### config.mk
export PLATFORM = sky130hd
export DESIGN_NAME = logic_op_arbiter
export DESIGN_NICKNAME = d
export VERILOG_FILES = /design/src/rtl/logic_arb_pkg.sv /design/src/rtl/logic_op_unit.sv /design/src/rtl/logic_op_arbiter.sv
export SDC_FILE = /design/constraint.sdc
export NUM_CORES = 1
export LEC_CHECK = 0
export CAP_MARGIN = 10
export CORE_MARGIN = 2
export CORE_UTILIZATION = 40
export DETAILED_ROUTE_END_ITERATION = 7
export HOLD_SLACK_MARGIN = 0.03
export PLACE_DENSITY = 0.71
export SLEW_MARGIN = 5
export SYNTH_ARGS = -nofsm -noshare
export SYNTH_HDL_FRONTEND = slang
export SYNTH_HIERARCHICAL = 1
export SYNTH_SLANG_ARGS = --single-unit
### constraint.sdc
create_clock -name clk -period 2.4 [get_ports clk]
set_clock_uncertainty 0.1 [all_clocks]
set_input_delay 0.24 -clock clk [delete_from_list [all_inputs] [get_ports clk]]
set_output_delay 0.24 -clock clk [all_outputs]
set_load 0.01 [all_outputs]
### src/rtl/logic_arb_pkg.sv
// Shared types for the round-robin logic-op arbiter:
// FSM state encoding and bitwise opcode values.
package logic_arb_pkg;

  typedef enum logic [1:0] {
    IDLE = 2'd0,
    EXEC = 2'd1,
    RESP = 2'd2
  } state_t;

  localparam logic [1:0] OP_AND  = 2'b00;
  localparam logic [1:0] OP_OR   = 2'b01;
  localparam logic [1:0] OP_XOR  = 2'b10;
  localparam logic [1:0] OP_NAND = 2'b11;

endpackage

### src/rtl/logic_op_unit.sv
// Shared combinational bitwise unit: AND / OR / XOR / NAND
// selected by a 2-bit opcode.
module logic_op_unit
  import logic_arb_pkg::*;
#(
  parameter int WIDTH = 8
) (
  input  logic [1:0]       op,
  input  logic [WIDTH-1:0] a,
  input  logic [WIDTH-1:0] b,
  output logic [WIDTH-1:0] y
);

  always_comb begin
    y = '0;
    unique case (op)
      OP_AND:  y = a & b;
      OP_OR:   y = a | b;
      OP_XOR:  y = a ^ b;
      OP_NAND: y = ~(a & b);
    endcase
  end

endmodule

### src/rtl/logic_op_arbiter.sv
// Round-robin arbiter sharing one logic_op_unit between NREQ clients.
// Define LOGIC_OPSEL_EN to add per-requester opcodes (op_sel port).
module logic_op_arbiter
  import logic_arb_pkg::*;
#(
  parameter int NREQ  = 4,
  parameter int WIDTH = 8,
  localparam int IDW  = $clog2(NREQ)
) (
  input  logic                  clk,
  input  logic                  rst_n,
  input  logic [NREQ-1:0]       req,
  input  logic [NREQ*WIDTH-1:0] op_a,
  input  logic [NREQ*WIDTH-1:0] op_b,
`ifdef LOGIC_OPSEL_EN
  input  logic [NREQ*2-1:0]     op_sel,
`endif
  output logic [NREQ-1:0]       gnt,
  output logic                  rsp_valid,
  input  logic                  rsp_ready,
  output logic [IDW-1:0]        rsp_id,
  output logic [WIDTH-1:0]      rsp_data,
  output logic                  busy
);

  state_t           state;
  logic [IDW-1:0]   ptr;
  logic [IDW-1:0]   win_q;
  logic [WIDTH-1:0] a_q;
  logic [WIDTH-1:0] b_q;
  logic [1:0]       op_cur;
  logic [WIDTH-1:0] result;

  logic             win_vld;
  logic [IDW-1:0]   win_idx;
  logic [WIDTH-1:0] a_sel;
  logic [WIDTH-1:0] b_sel;

  // First set request at or above ptr, wrapping to 0.
  always_comb begin
    win_vld = 1'b0;
    win_idx = '0;
    for (int i = 0; i < NREQ; i++) begin
      if (!win_vld && req[(int'(ptr) + i) % NREQ]) begin
        win_vld = 1'b1;
        win_idx = IDW'((int'(ptr) + i) % NREQ);
      end
    end
  end

  assign a_sel = op_a[int'(win_idx)*WIDTH +: WIDTH];
  assign b_sel = op_b[int'(win_idx)*WIDTH +: WIDTH];

`ifdef LOGIC_OPSEL_EN
  logic [1:0] op_q;

  always_ff @(posedge clk or negedge rst_n) begin
    if (!rst_n) begin
      op_q <= OP_AND;
    end else if (state == IDLE && win_vld) begin
      op_q <= op_sel[int'(win_idx)*2 +: 2];
    end
  end

  assign op_cur = op_q;
`else
  assign op_cur = OP_AND;
`endif

  logic_op_unit #(
    .WIDTH(WIDTH)
  ) u_unit (
    .op (op_cur),
    .a  (a_q),
    .b  (b_q),
    .y  (result)
  );

  always_ff @(posedge clk or negedge rst_n) begin
    if (!rst_n) begin
      state     <= IDLE;
      ptr       <= '0;
      win_q     <= '0;
      a_q       <= '0;
      b_q       <= '0;
      gnt       <= '0;
      rsp_valid <= 1'b0;
      rsp_id    <= '0;
      rsp_data  <= '0;
    end else begin
      gnt <= '0;
      unique case (state)
        IDLE: begin
          if (win_vld) begin
            win_q <= win_idx;
            a_q   <= a_sel;
            b_q   <= b_sel;
            gnt   <= NREQ'(1) << win_idx;
            state <= EXEC;
          end
        end
        EXEC: begin
          rsp_data  <= result;
          rsp_id    <= win_q;
          rsp_valid <= 1'b1;
          state     <= RESP;
        end
        RESP: begin
          if (rsp_ready) begin
            rsp_valid <= 1'b0;
            ptr       <= (win_q == IDW'(NREQ - 1))
                         ? '0 : win_q + IDW'(1);
            state     <= IDLE;
          end
        end
        default: state <= IDLE;
      endcase
    end
  end

  assign busy = (state != IDLE);

endmodule

==> impl_results.md <==
* Peak Freq at 0.493 GHz
* First-pass GRT wire length at 10200 um
* WL final at 6100 um
* Grt total ovfl at 0
* Post-synth EDFFs at 0
* Unrepaired setup endpoints after global routing: no
* Clock Path Buffers at 2
* Layout cells sized above 1 at 0.121
* Hold WS at 408 ps
* Sequential share of the synthesized area at 0.347
* Shortest period the worst path allows at 2030 ps
* Worst skew pair latency at 290 ps
* Worst EP arrival at 2090 ps
* Synth warn at 6
* All-Layer GR Usage at 0.173
* Critical path's slowest cell: clkdlybuf4s50_1
* Post-DP HPWL at 4690 um
* CP delay by family, top: simple AND/OR/NAND/NOR gates
* Root Driver: clkbuf_8
* Pin count of the biggest net entering global routing at 38
* Crit Reg-Reg Endpoint: a_q[2]
* Ant diodes at 0
* DRC at 0
* First-pass DRT Iterations at 4
* Slew Viols, Final at 0
* Gpl congestion at 0.750
* Synth top cells by count: 37 x dfrtp_1, 37 x nor2_1, 32 x mux2i_1, 20 x inv_1
* CTS Buf Count at 5
* Final instance area at 0.00362 sq mm
* Final core utilization at 0.567
* Top cell type's share of synthesized area at 0.347
* Cell Chain, Critical Path: clkdlybuf4s50_1 > or2_4 > nand4_4 > nand2_4 > mux2i_1 > o2bb2ai_1
* Starting density of the core at 0.418
* Final setup vio count at 0
* Status: complete, no violations
* Vias in the first global route at 2206
* Die Wd at 85.7 um
* Row Count at 29
* H-tree Lvls at 2
* Launch point of the worst reg-to-reg path: ptr[0]
* VDD IR max at 0.501 mV
* CP peak stage delay at 520 ps
* Cell count after synthesis at 261
* PwrDens at 1110 mW/mm^2
* Setup crit start: req[1]
* Vias at 2165
* CP Launch Type: input port
* Setup Fix Bufs, Post-CTS at 0
* Netlist cell types at 37
* Kind of critical path: input port to flip-flop
* Area of the die at 0.00734 sq mm
* Slew Limit Headroom at 0.450
* Final worst path period share at 0.846
* Ranking of synthesized cells by area: dfrtp_1 35%, mux2i_1 12%, ha_1 8.0%
* Max-cap check violation count at 0
* WP data required at 2460 ps
* Crit-path max FO at 32
* Min-delay worst type: flip-flop to flip-flop
* Setup tns final at 0 ps
* Ports at 87
* CTS tree: done
* CP endpoint kind: flip-flop
* 1st-iter DRT viols at 82
* Synth Cell Area at 0.00267 sq mm
* Prevailing post-synth register cell: dfrtp_1
* Routed len/inst at 14.4 um
* Least-Margin Pin Slew at 826 ps
* Via density at 5.12
* DRT antenna net count at 0
* Async set-reset flop share out of synthesis at 1.00
* Yosys top cell by area: dfrtp_1
* Final hold viol count at 0
* Worst R2R Setup Slack at 400 ps
* Die height at 85.7 um
* Layout net count at 433
* Antenna violations before repair at 0
* Buf/Inv on CP at 1
* Cell depth of the worst flop-to-flop path at 5
* Clock slew at reported path FFs at 70 ps
* CP Depth at 6
* Post-Syn Area per Cell at 10.2 sq um
* Register bit total from synthesis at 37
* Leak pwr at 1.69 nW
* Core ar. at 0.00639 sq mm
* Clock sinks at 37
* PostCTS Resize Cnt at 0
* Power, Total at 4.00 mW
* Critical Path Sink: a_q[2]
* IO Port Bufs at 86
* DP Area at 0.00353 sq mm
* Area delta synth->final at 35.7%
[flip-flops by register name, indices dropped and copies added (netlist names)]
register and count:
a_q 8, b_q 8, rsp_data 8, gnt 4, ptr 2, rsp_id 2, state 2, win_q 2
rsp_valid 1
[layer usage]
metal  track usage  part of all wire  wire length, um
met1         0.237              0.46             2830
met2         0.276              0.47             2880
met3        0.0308             0.052              318
met4        0.0563             0.013               78
met5             0                 0                0
[area by class of cell]
| cell class | instances | area, sq um |
|---|---|---|
| timing repair buffer | 91 | 896 |
| tap | 77 | 96.3 |
| fill | 591 | 2760 |
| inverter | 21 | 78.8 |
| clock buffer | 6 | 72.6 |
| multi-input combinational | 189 | 1540 |
| sequential | 37 | 926 |
| clock inverter | 2 | 10.0 |
[where the power goes]
part	internal, mW	switching [mW]	leakage [nW]	total [mW]
Combinational	1.25	1.13	1.20	2.38
Sequential	0.945	0.252	0.444	1.20
Clock	0.201	0.222	0.0450	0.423
Total	2.40	1.60	1.69	4.00
[how the worst min path moves through the flow]
stage | slack, ps | depth (start not counted) | end | from
floorplan | -160 | 0 | a_q[0] | rst_n
global route | 430 | 1 | rsp_data[7] | rsp_data[7]
CTS | 410 | 1 | rsp_data[7] | rsp_data[7]
global placement | 280 | 1 | gnt[0] | rst_n
finish | 410 | 1 | rsp_data[7] | rsp_data[7]
detailed placement | 290 | 1 | gnt[0] | rst_n
[kinds of logic after synthesis]
logic type               Yosys count  share of synthesized area
AND/OR/NAND/NOR                   74                      0.148
multiplexers                      51                      0.203
AO/OA/AOI/OAI                     45                      0.144
flip-flops                        37                      0.347
buffers and inverters             36                     0.0768
adder cells (fa/ha/maj)           17                     0.0797
other                              1                    0.00140
[through the flow]
| stage | std cells | setup WS, ps |
|---|---|---|
| final | 423 | 371 |
| after CTS | 423 | 350 |
| after global placement | 414 | 105 |
| after floorplan | 262 | 798 |
| after global routing | 423 | 182 |
| after detailed placement | 414 | 43.8 |
[repair_timing]
action | CTS | global route
hold buffers | 1 | 0
endpoints found under the hold margin | 37 | 0
setup endpoints to repair | 0 | 0
[layout by cell type (no fill, tap or decap), drive strengths merged]
cell	n
a211o	16
a21o	1
a21oi	5
a221o	1
and2	1
and3	16
buf	5
clkbuf	6
clkdlybuf4s50	85
clkinv	2
conb	2
dfrtp	37
dlygate4sd3	1
ha	17
inv	21
mux2	19
mux2i	32
nand2	9
nand2b	6
nand4	1
nand4b	1
nor2	37
nor2b	1
o211ai	1
o21ai	2
o21bai	1
o2bb2ai	16
o31ai	2
or2	2
(Power assumes the default switching activity.)
